## src/rtl/debounce_pkg.sv

```systemverilog
// Shared types and default constants for the input debounce/synchroniser stage.
package debounce_pkg;

    typedef enum logic {
        STABLE = 1'b0,
        CHECK  = 1'b1
    } debounce_state_t;

    localparam int DEF_SYNC_STAGES     = 2;
    localparam int DEF_DEBOUNCE_CYCLES = 4;

endpackage : debounce_pkg

```

## src/rtl/sync_ff_chain.sv

```systemverilog
// Reusable N-deep flop chain for bringing a single asynchronous bit into the clk domain.
module sync_ff_chain #(
    parameter int DEPTH = 2
) (
    input  logic clk,
    input  logic rst,
    input  logic d,
    output logic q
);

    logic [DEPTH-1:0] stage_reg;
    logic [DEPTH-1:0] stage_next;

    if (DEPTH < 2) begin : g_depth_check
        $error("sync_ff_chain: DEPTH must be at least 2");
    end

    // Stage 0 is the only flop that ever sees the raw asynchronous input.
    for (genvar gi = 0; gi < DEPTH; gi++) begin : g_stage
        if (gi == 0) begin : g_first
            assign stage_next[gi] = d;
        end else begin : g_rest
            assign stage_next[gi] = stage_reg[gi-1];
        end
    end

    always_ff @(posedge clk or negedge rst) begin
        if (!rst) begin
            stage_reg <= '0;
        end else begin
            stage_reg <= stage_next;
        end
    end

    assign q = stage_reg[DEPTH-1];

endmodule : sync_ff_chain

```

## src/rtl/input_debounce_sync.sv

```systemverilog
// Synchronise and debounce an asynchronous input into a clean level plus edge pulses.
// Define DEBOUNCE_EDGE_PULSE_EN to build the rise/fall pulse registers; otherwise they read 0.
module input_debounce_sync
    import debounce_pkg::*;
#(
    parameter int SYNC_STAGES     = DEF_SYNC_STAGES,
    parameter int DEBOUNCE_CYCLES = DEF_DEBOUNCE_CYCLES
) (
    input  logic clk,
    input  logic rst,
    input  logic din,
    output logic dout,
    output logic rise,
    output logic fall,
    output logic busy
);

    localparam int             CNT_W    = $clog2(DEBOUNCE_CYCLES + 1);
    localparam logic [CNT_W-1:0] CNT_ONE  = CNT_W'(1);
    localparam logic [CNT_W-1:0] CNT_LAST = CNT_W'(DEBOUNCE_CYCLES - 1);

    if (SYNC_STAGES < 2) begin : g_sync_check
        $error("input_debounce_sync: SYNC_STAGES must be at least 2");
    end
    if (DEBOUNCE_CYCLES < 1) begin : g_cycles_check
        $error("input_debounce_sync: DEBOUNCE_CYCLES must be at least 1");
    end

    logic din_s;

    sync_ff_chain #(
        .DEPTH (SYNC_STAGES)
    ) u_sync (
        .clk (clk),
        .rst (rst),
        .d   (din),
        .q   (din_s)
    );

    debounce_state_t  state_reg, state_next;
    logic [CNT_W-1:0] cnt_reg, cnt_next;
    logic             dout_reg, dout_next;
    logic             accept;

    always_ff @(posedge clk or negedge rst) begin
        if (!rst) begin
            state_reg <= STABLE;
            cnt_reg   <= '0;
            dout_reg  <= 1'b0;
        end else begin
            state_reg <= state_next;
            cnt_reg   <= cnt_next;
            dout_reg  <= dout_next;
        end
    end

    // cnt counts consecutive disagreeing samples already seen, so the sample
    // that finds cnt == DEBOUNCE_CYCLES-1 is the one that completes the run.
    always_comb begin
        state_next = state_reg;
        cnt_next   = cnt_reg;
        accept     = 1'b0;
        case (state_reg)
            STABLE: begin
                cnt_next = '0;
                if (din_s != dout_reg) begin
                    if (DEBOUNCE_CYCLES == 1) begin
                        accept = 1'b1;
                    end else begin
                        state_next = CHECK;
                        cnt_next   = CNT_ONE;
                    end
                end
            end
            CHECK: begin
                if (din_s == dout_reg) begin
                    state_next = STABLE;
                    cnt_next   = '0;
                end else if (cnt_reg == CNT_LAST) begin
                    accept     = 1'b1;
                    state_next = STABLE;
                    cnt_next   = '0;
                end else begin
                    cnt_next = cnt_reg + CNT_ONE;
                end
            end
            default: begin
                state_next = STABLE;
                cnt_next   = '0;
            end
        endcase
        dout_next = dout_reg ^ accept;
    end

    assign dout = dout_reg;
    assign busy = (state_reg == CHECK);

`ifdef DEBOUNCE_EDGE_PULSE_EN
    logic rise_reg, rise_next;
    logic fall_reg, fall_next;

    // Pulses register alongside dout so they line up with the level change.
    assign rise_next = accept & ~dout_reg;
    assign fall_next = accept &  dout_reg;

    always_ff @(posedge clk or negedge rst) begin
        if (!rst) begin
            rise_reg <= 1'b0;
            fall_reg <= 1'b0;
        end else begin
            rise_reg <= rise_next;
            fall_reg <= fall_next;
        end
    end

    assign rise = rise_reg;
    assign fall = fall_reg;
`else
    assign rise = 1'b0;
    assign fall = 1'b0;
`endif

endmodule : input_debounce_sync

```

## config.mk

```make
export PLATFORM = sky130hd
export DESIGN_NAME = input_debounce_sync
export DESIGN_NICKNAME = d
export VERILOG_FILES = /design/src/rtl/debounce_pkg.sv /design/src/rtl/sync_ff_chain.sv /design/src/rtl/input_debounce_sync.sv
export SDC_FILE = /design/constraint.sdc
export NUM_CORES = 1
export LEC_CHECK = 0
export ABC_AREA = 1
export BUFFER_PORTS_ARGS = -buffer_cell sky130_fd_sc_hd__buf_2
export CORE_AREA = 2 2 39 41
export DETAILED_ROUTE_END_ITERATION = 10
export DIE_AREA = 0 0 41 43
export MAX_ROUTING_LAYER = met4
export PLACE_DENSITY = 0.39
export SLEW_MARGIN = 10
export SYNTH_ARGS = -nofsm -noshare
export SYNTH_HDL_FRONTEND = slang
export SYNTH_SLANG_ARGS = --single-unit
```

## constraint.sdc

```tcl
create_clock -name clk -period 1.89 [get_ports clk]
set_clock_uncertainty 0.05 [all_clocks]
set_input_delay 0.2835 -clock clk [delete_from_list [all_inputs] [get_ports clk]]
set_output_delay 0.2835 -clock clk [all_outputs]
set_load 0.005 [all_outputs]
```

Word-level counts from Yosys, hierarchy flattened
Cells that the tools add are included.
- register bits: 7
- input bits: 3
- output and inout bits: 4
- word-level logic and storage cells: 21
- add/sub/neg operators: 1
- equal/unequal tests: 3
- multiplexer cells: 11
- bitwise operators: 2
- operators with widths (kind ; number):
    $mux 1 ; 7
    $mux 3 ; 2
    $pmux 3 s2 ; 1
    $add 3x1->3 const B ; 1
    $eq 3x2->1 const B ; 1
    $pmux 1 s2 ; 1
    $eq 1x1->1 ; 1
    $ne 1x1->1 ; 1
    $not 1->1 ; 1
    $xor 1x1->1 ; 1

Depth between registers and ports, before layout
Gate-level depths: netlist of run 1.
- word-level depth: 5
- gate-level depth with buffers: 5
- mapped depth without buffers: 5

By module
Synthesis of run 1 repeated with hierarchy kept, for this count alone.
- cell total of the unflattened synthesis: 30
- area, all modules: 282.8 um^2
- by module, submodules not included (module ; instances ; cells each ; area an instance (um^2) ; sequential area each (um^2)):
    input_debounce_sync ; 1 ; 28 ; 232.7 ; 125.1
    sync_ff_chain ; 1 ; 2 ; 50.0 ; 50.0

Least setup slack after synthesis of run 1
No wires, ideal clock.
- path kind: register to register
- start point: register cnt_reg[0]
- end point: register cnt_reg[2]
- library setup time: 71 ps
- data arrival time: 809 ps
- required time: 1769 ps
- setup slack: 959 ps
- stages on the path, launching flop included: 5
- buffers on the path: 0
- clock period less this slack: 931 ps
- path through: dfrtp_1 > ha_1 > nor2_1 > nand2_1 > nor2_1
- longest elaborated chain between the ends: 4
- elaborated cells between the ends (all ways): 5
- those cells by class: add/sub (1); eq/ne (1); mux (3)
- ends and longest elaborated chain (item ; RTL line ; source):
    start, declared ; input_debounce_sync.sv:41 ; logic [CNT_W-1:0] cnt_reg, cnt_next;
    start signal, assigned ; input_debounce_sync.sv:52 ; cnt_reg <= cnt_next;
    $add 3x1->3 or $eq 3x2->1 (tied branches) ; input_debounce_sync.sv:84, input_debounce_sync.sv:79 ;
    $mux 3 * ; input_debounce_sync.sv:79 ; end else if (cnt_reg == CNT_LAST) begin
    $mux 3 * ; input_debounce_sync.sv:76 ; if (din_s == dout_reg) begin
    $pmux 3 s2 * ; input_debounce_sync.sv:63 ; case (state_reg)
    net cnt_next[2] ; input_debounce_sync.sv:41 ;
Mark *: on every way through the listed nets, which the timed path passes. The rest lies on a longest branch.

Final worst setup path of run 1
- start point: register state_reg, in the netlist busy
- end point: output busy
- RTL lines (item ; RTL line ; source):
    start, declared ; input_debounce_sync.sv:40 ; debounce_state_t state_reg, state_next;
    start signal, assigned ; input_debounce_sync.sv:51 ; state_reg <= state_next;
    end, declared ; input_debounce_sync.sv:15 ; output logic busy
No word-level cell between the ends.

==> metrics.yaml, run 1 <==
global_route:
  grt-ovfl-total: 0
  antenna_found_initial: 0
  grt_max_degree: 8
  first_global_vias: 207
  grt_usage: 0.0759
  grt_pass1_wl_um: 814
die:
  num_rows: 14
  start_util: 0.214
  io_pins: 7
  die_area_um2: 1760
  die_y_um: 43
  die_x_um: 41
  coreArea_um2: 1380
cts:
  cts_max_path_buffers: 2
  clock_insertion_delay_worst_skew_ns: 0.25
  cts_resized: 0
  cts_buffers: 3
  clock_sinks: 7
  root_buffer: "clkbuf_4"
  htreeDepth: 1
  cts_tree: "yes"
  cts_setup_buffers: 0
  clk_pin_slew_ns: 0.05
power_and_ir_drop:
  p_int_mw: 0.311
  p_sw_mw: 0.137
  leakage_nw: 0.197
  ir_drop_uv: 427
  p_sw_frac: 0.306
  share_comb_of_total_power: 0.230
  finalPower_mw: 0.449
  p_per_area_nw_per_um2: 1240
  clkPwrFrac: 0.292
  p_seq_frac: 0.478
routing:
  wire_per_inst_um: 7.77
  via_per_inst: 3.64
  first_pass_iters: 2
  drt_iter0_drc: 1
  final_antenna_net_count: 0
  finalWirelength_um: 435
  vias: 204
  drcViolationCount: 0
yosys:
  avgSynthCellArea_um2: 9.27
  synth.distinct_cells: 11
  synthesis.area_um2: 297
  synthCells: 32
  ys_ff_latch: 7
  ys_seq_area_frac: 0.591
  yosys_warnings: 0
setup_path:
  critPathKind: "flip-flop to primary output"
  cp_data_required_time_ns: 1.56
  worstPathCellList: "buf_2"
  crit_family: "flip-flops"
  slowest_stage: "dfrtp_1"
  max_stage_delay_ns: 0.42
  cp_max_fo: 5
  critPathBufInv: 1
  cp-start-kind: "flip-flop"
  end_kind: "primary output"
  arrival_ns: 0.82
timing:
  final_max_slew_viol_count: 0
  timing.final.crit_share: 0.608
  setup_viol: 0
  rsz0062_at_grt: "no"
  setup_tns_ns: 0
  hold_viol: 0
  max_freq_mhz: 870
  period_minus_slack_ns: 1.15
min_path:
  worst_hold_path_type: "input port to flip-flop"
layout:
  antenna_cells: 0
  finalNetCount: 45
  areaGrowthSynthToFinish_pct: 21.9
  drive_gt1_frac: 0.225
  largest_register_ffs: 3
placed_design:
  gp_congestion: 0.668
  place_hpwl_um: 353
  numPortBuffers: 4
run_status:
  outcome: "finished clean"
flow_run:
  cap_violations: 0
-- per-layer routing --
layer	vias up	GRT usage	wire, µm
met5	-	-	0
met4	0	0.100	0
met3	0	0.0157	25
met2	5	0.0938	209
met1	94	0.0831	200
li1	105	-	-
-- path summary, 6_finish.rpt --
| path | cells after the start | startpoint | slack, ns | endpoint |
|---|---|---|---|---|
| min in group asynchronous | 2 | rst | 0.34 | busy |
| worst min-delay path | 1 | din | 0.09 | u_sync.stage_reg[0] |
| worst max-delay path | 1 | busy | 0.74 | busy |
| worst min register to register | 0 | u_sync.stage_reg[0] | 0.30 | u_sync.stage_reg[1] |
| worst max register to register | 4 | cnt_reg[0] | 0.89 | cnt_reg[0] |
| max in group asynchronous | 2 | rst | 1.29 | dout |
-- metrics by stage --
stage                     instance area (µm²)  hold WS (ns)   util  setup slack (ns)  cells
after floorplan                           300       -0.0621      -             0.959     33
after global placement                    325        0.0680  0.235             0.909     51
after detailed placement                  325        0.0753  0.235             0.895     51
after CTS                                 362        0.0838  0.261             0.717     56
after global routing                      362        0.0833  0.261             0.687     56
final                                     362        0.0942  0.261             0.740     56
-- cell usage after synthesis, drive strengths merged --
cell	n	share of area
nand2	8	0.10
dfrtp	7	0.59
inv	6	0.076
nor2	4	0.059
buf	2	0.051
nand3	2	0.051
conb	1	0.013
ha	1	0.042
o21ai	1	0.017
-- cell usage in the layout, fill, tap and decap left out --
master         synthesis  routed
clkbuf_1               0       1
conb_1                 1       2
nand2_1                8       8
nand3_1                1       1
clkbuf_4               0       3
dfrtp_1                7       7
ha_1                   1       1
nand3_2                1       1
inv_1                  6       6
dlygate4sd3_1          0       1
nor2_1                 3       3
buf_2                  0       4
nor2_2                 1       1
o21ai_1                1       1
-- cells by family after synthesis --
kind of cell	after synthesis	synth area share
buffers and inverters	8	0.127
AND/OR/NAND/NOR	14	0.211
other	1	0.0126
adder cells (fa/ha/maj)	1	0.0422
flip-flops	7	0.591
AO/OA/AOI/OAI	1	0.0169
-- power by group through the flow --
stage	logic (mW)	registers, mW	clock network [mW]
6_report	0.103	0.215	0.131
5_1_grt	0.126	0.222	0.146
4_1_cts	0.105	0.216	0.139
3_5_place_dp	0.101	0.219	0
3_3_place_gp	0.0997	0.215	0
2_1_floorplan	0.0693	0.213	0
-- area by class of cell --
class                           instances  area [µm²]
Tap cell                               16        20.0
Clock buffer                            4        26.3
Timing Repair Buffer                    5        30.0
Inverter                                6        22.5
Multi-Input combinational cell         18        87.6
Sequential cell                         7         175
Fill cell                             153        1020
-- timing repair --
item,CTS,global route
setup endpoints to repair,0,0
hold endpoints to repair,7,0
hold buffers,1,0
(Power assumes the default switching activity.)
==> run 2: changes to the inputs <==
--- a/config.mk
+++ b/config.mk
@@ -5,7 +5,7 @@
 export SDC_FILE = /design/constraint.sdc
 export NUM_CORES = 1
 export LEC_CHECK = 0
-export ABC_AREA = 1
+export ABC_AREA = 0
 export BUFFER_PORTS_ARGS = -buffer_cell sky130_fd_sc_hd__buf_2
 export CORE_AREA = 2 2 39 41
 export DETAILED_ROUTE_END_ITERATION = 10
==> constraint.sdc (replaced) <==
create_clock -name clk -period 1.05 [get_ports clk]
set_clock_uncertainty 0.05 [all_clocks]
set_input_delay 0.1575 -clock clk [delete_from_list [all_inputs] [get_ports clk]]
set_output_delay 0.1575 -clock clk [all_outputs]
set_load 0.005 [all_outputs]
==> metrics.yaml, run 2 <==
run_status:
  outcome: "finished, violations left"
  violations: "negative setup slack"
layout:
  drive_gt1_frac: 0.515  # +0.290
  antenna_cells: 0  # unchanged
  largest_register_ffs: 3  # unchanged
  layout_commonest_cell: "dfrtp_1"
  fin_cells: 49  # -13%
  finalNetCount: 38  # -16%
  layout_common_cells: "dfrtp_1, clkbuf_4, buf_2"
  areaGrowthSynthToFinish_pct: 45.8
timing:
  whs_ns: 0.233  # +0.139 ns
  setup_tns_ns: -0.299  # -0.299 ns
  setup_viol: 4  # +4
  finalWorstSetupSlack_ns: -0.173  # -0.913 ns
  hold_viol: 0  # unchanged
  timing.final.crit_share: 1.17
  final_max_slew_viol_count: 0  # unchanged
  max_freq_mhz: 817
  rsz0062_at_grt: "yes"
  period_minus_slack_ns: 1.22
power_and_ir_drop:
  p_sw_frac: 0.273  # -0.0332
  ir_drop_uv: 783  # +83%
  p_per_area_nw_per_um2: 2460  # +98%
  clkPwrFrac: 0.232  # -0.060
  p_int_mw: 0.734  # +140%
  finalPower_mw: 1.01  # +120%
  p_sw_mw: 0.275  # +100%
  share_comb_of_total_power: 0.356  # +0.126
  leakage_nw: 0.191  # -2.8%
  p_seq_frac: 0.412  # -0.066
yosys:
  synth_area_leader_cell: "dfrtp_1"
  synth_compound_area_frac: 0.0178  # +0.000900
  synthAdderAreaFrac: 0.0444  # +0.00225
  ys_seq_area_frac: 0.622  # +0.0315
  synth_xor_area_frac: 0.0311  # +0.0311
  synthFlopType: "dfrtp_1"
  async_reset_ff_frac: 1.00  # unchanged
  ys_ff_latch: 7  # unchanged
  synth.distinct_cells: 12  # +1
  synth.area.mux_share: 0.0400  # +0.0400
  avgSynthCellArea_um2: 13.4  # +45%
  synth_top_family_by_area: "simple AND/OR/NAND/NOR gates"
  synth_area_leaders: "dfrtp_1, buf_4, nor3b_1"
  synth_top_area_share: 0.622  # +0.0315
  yosys_warnings: 0  # unchanged
  synthCells: 21  # -34%
  synth-edff-count: 0  # unchanged
  synthTopCellsByCount: "dfrtp_1, buf_4, nand2_1, nor3b_1"
  yosysMostFrequentCell: "dfrtp_1"
  synthesis.area_um2: 282  # -5.1%
  yosys.area_share.simple: 0.178  # -0.0332
routing:
  final_antenna_net_count: 0  # unchanged
  via_per_inst: 3.88  # +6.4%
  drcViolationCount: 0  # unchanged
  first_pass_iters: 1  # -1
  wire_per_inst_um: 8.88  # +14%
  finalWirelength_um: 435  # unchanged
  vias: 190  # -6.9%
  drt_iter0_drc: 0  # -1
cts:
  clock_sinks: 7  # unchanged
  cts_buffers: 3  # unchanged
  clk_pin_slew_ns: 0.05  # about the same
  htreeDepth: 1  # unchanged
  cts_tree: "yes"
  root_buffer: "clkbuf_4"
  clock_insertion_delay_worst_skew_ns: 0.24  # about the same
  cts_max_path_buffers: 2  # unchanged
global_route:
  grt_usage: 0.0780  # +0.00208
  grt-ovfl-total: 0  # unchanged
  grt_pass1_wl_um: 800  # -1.7%
  grt_max_degree: 8  # unchanged
  first_global_vias: 209  # +0.97%
  antenna_found_initial: 0  # unchanged
setup_path:
  cp-start-kind: "flip-flop"
  critPathKind: "flip-flop to flip-flop"
  arrival_ns: 1.30  # +0.48 ns
  cp_data_required_time_ns: 1.12  # -0.44 ns
  cp_max_fo: 3  # -2
  end_kind: "flip-flop"
placed_design:
  place_hpwl_um: 333  # -5.8%
  dp.cells: 42  # -18%
  gp_congestion: 0.709  # +6.1%
  numPortBuffers: 4  # unchanged
die:
  coreArea_um2: 1380  # unchanged
  die_area_um2: 1760  # unchanged
  die_x_um: 41  # unchanged
  die_y_um: 43  # unchanged
  io_pins: 7  # unchanged
  num_rows: 14  # unchanged
  start_util: 0.203  # -0.0108
flow_run:
  cap_violations: 0  # unchanged
min_path:
  worst_hold_path_type: "input port to asynchronous set/reset pin"
-- run 2: worst max-delay path, stage by stage, from the launching register on --
cell     delay (ns)
dfrtp_1        0.38
ha_2           0.18
nor2b_4        0.13
nand2_2        0.08
mux2_4         0.29
-- run 2: layout make-up --
cell class,instances,area [µm²]
Clock buffer,4,26.3
Fill cell,155,973
Multi-Input combinational cell,13,116
Sequential cell,7,175
Tap cell,16,20.0
Timing Repair Buffer,9,72.6
-- run 2: worst paths after layout --
kind	end	start	slack, ns	depth (start not counted)
max	dout	cnt_reg[0]	-0.17	4
min	cnt_reg[2]	rst	0.23	2
max reg2reg	dout	cnt_reg[0]	-0.17	4
min reg2reg	u_sync.stage_reg[1]	u_sync.stage_reg[0]	0.30	0
max in group asynchronous	dout	rst	0.56	2
min in group clk	u_sync.stage_reg[1]	u_sync.stage_reg[0]	0.30	0
-- run 2: power groups by stage --
| stage | clock network (mW) | registers [mW] | logic (mW) |
|---|---|---|---|
| final | 0.234 | 0.416 | 0.359 |
| after global routing | 0.274 | 0.425 | 0.395 |
| after CTS | 0.250 | 0.410 | 0.326 |
| after detailed placement | 0 | 0.411 | 0.281 |
| after global placement | 0 | 0.405 | 0.274 |
| after floorplan | 0 | 0.407 | 0.166 |
-- run 2: cell families after synthesis --
family,count (synthesis)
DFF,7
and+or+nand+nor,7
muxes,1
adders and majority gates,1
other,1
buffers and inverters,2
AOI/OAI and AO/OA,1
xor gates and xnor gates,1
-- run 2: repair_timing --
item / CTS / global route
pin swaps: 1 / 2
endpoints found under the hold margin: 8 / 0
endpoints found under the setup margin: 5 / 6
gates resized for setup: 2 / 2
hold buffers: 2 / 0
setup buffers: 0 / 1
-- run 2: through the flow --
| stage | instance area [µm²] | utilization | worst slack, ns |
|---|---|---|---|
| after floorplan | 294 | - | -0.121 |
| after global placement | 334 | 0.241 | -0.165 |
| after detailed placement | 334 | 0.241 | -0.175 |
| after CTS | 390 | 0.282 | -0.188 |
| after global routing | 410 | 0.297 | -0.230 |
| final | 410 | 0.297 | -0.173 |
-- run 2: metal layers --
metal | GRT usage | up-vias | share of wire
met1 | 0.0797 | 95 | 0.42
met4 | 0.0600 | 0 | 0.0092
met2 | 0.103 | 4 | 0.51
met3 | 0.0471 | 2 | 0.051
met5 | - | - | 0
li1 | - | 89 | -
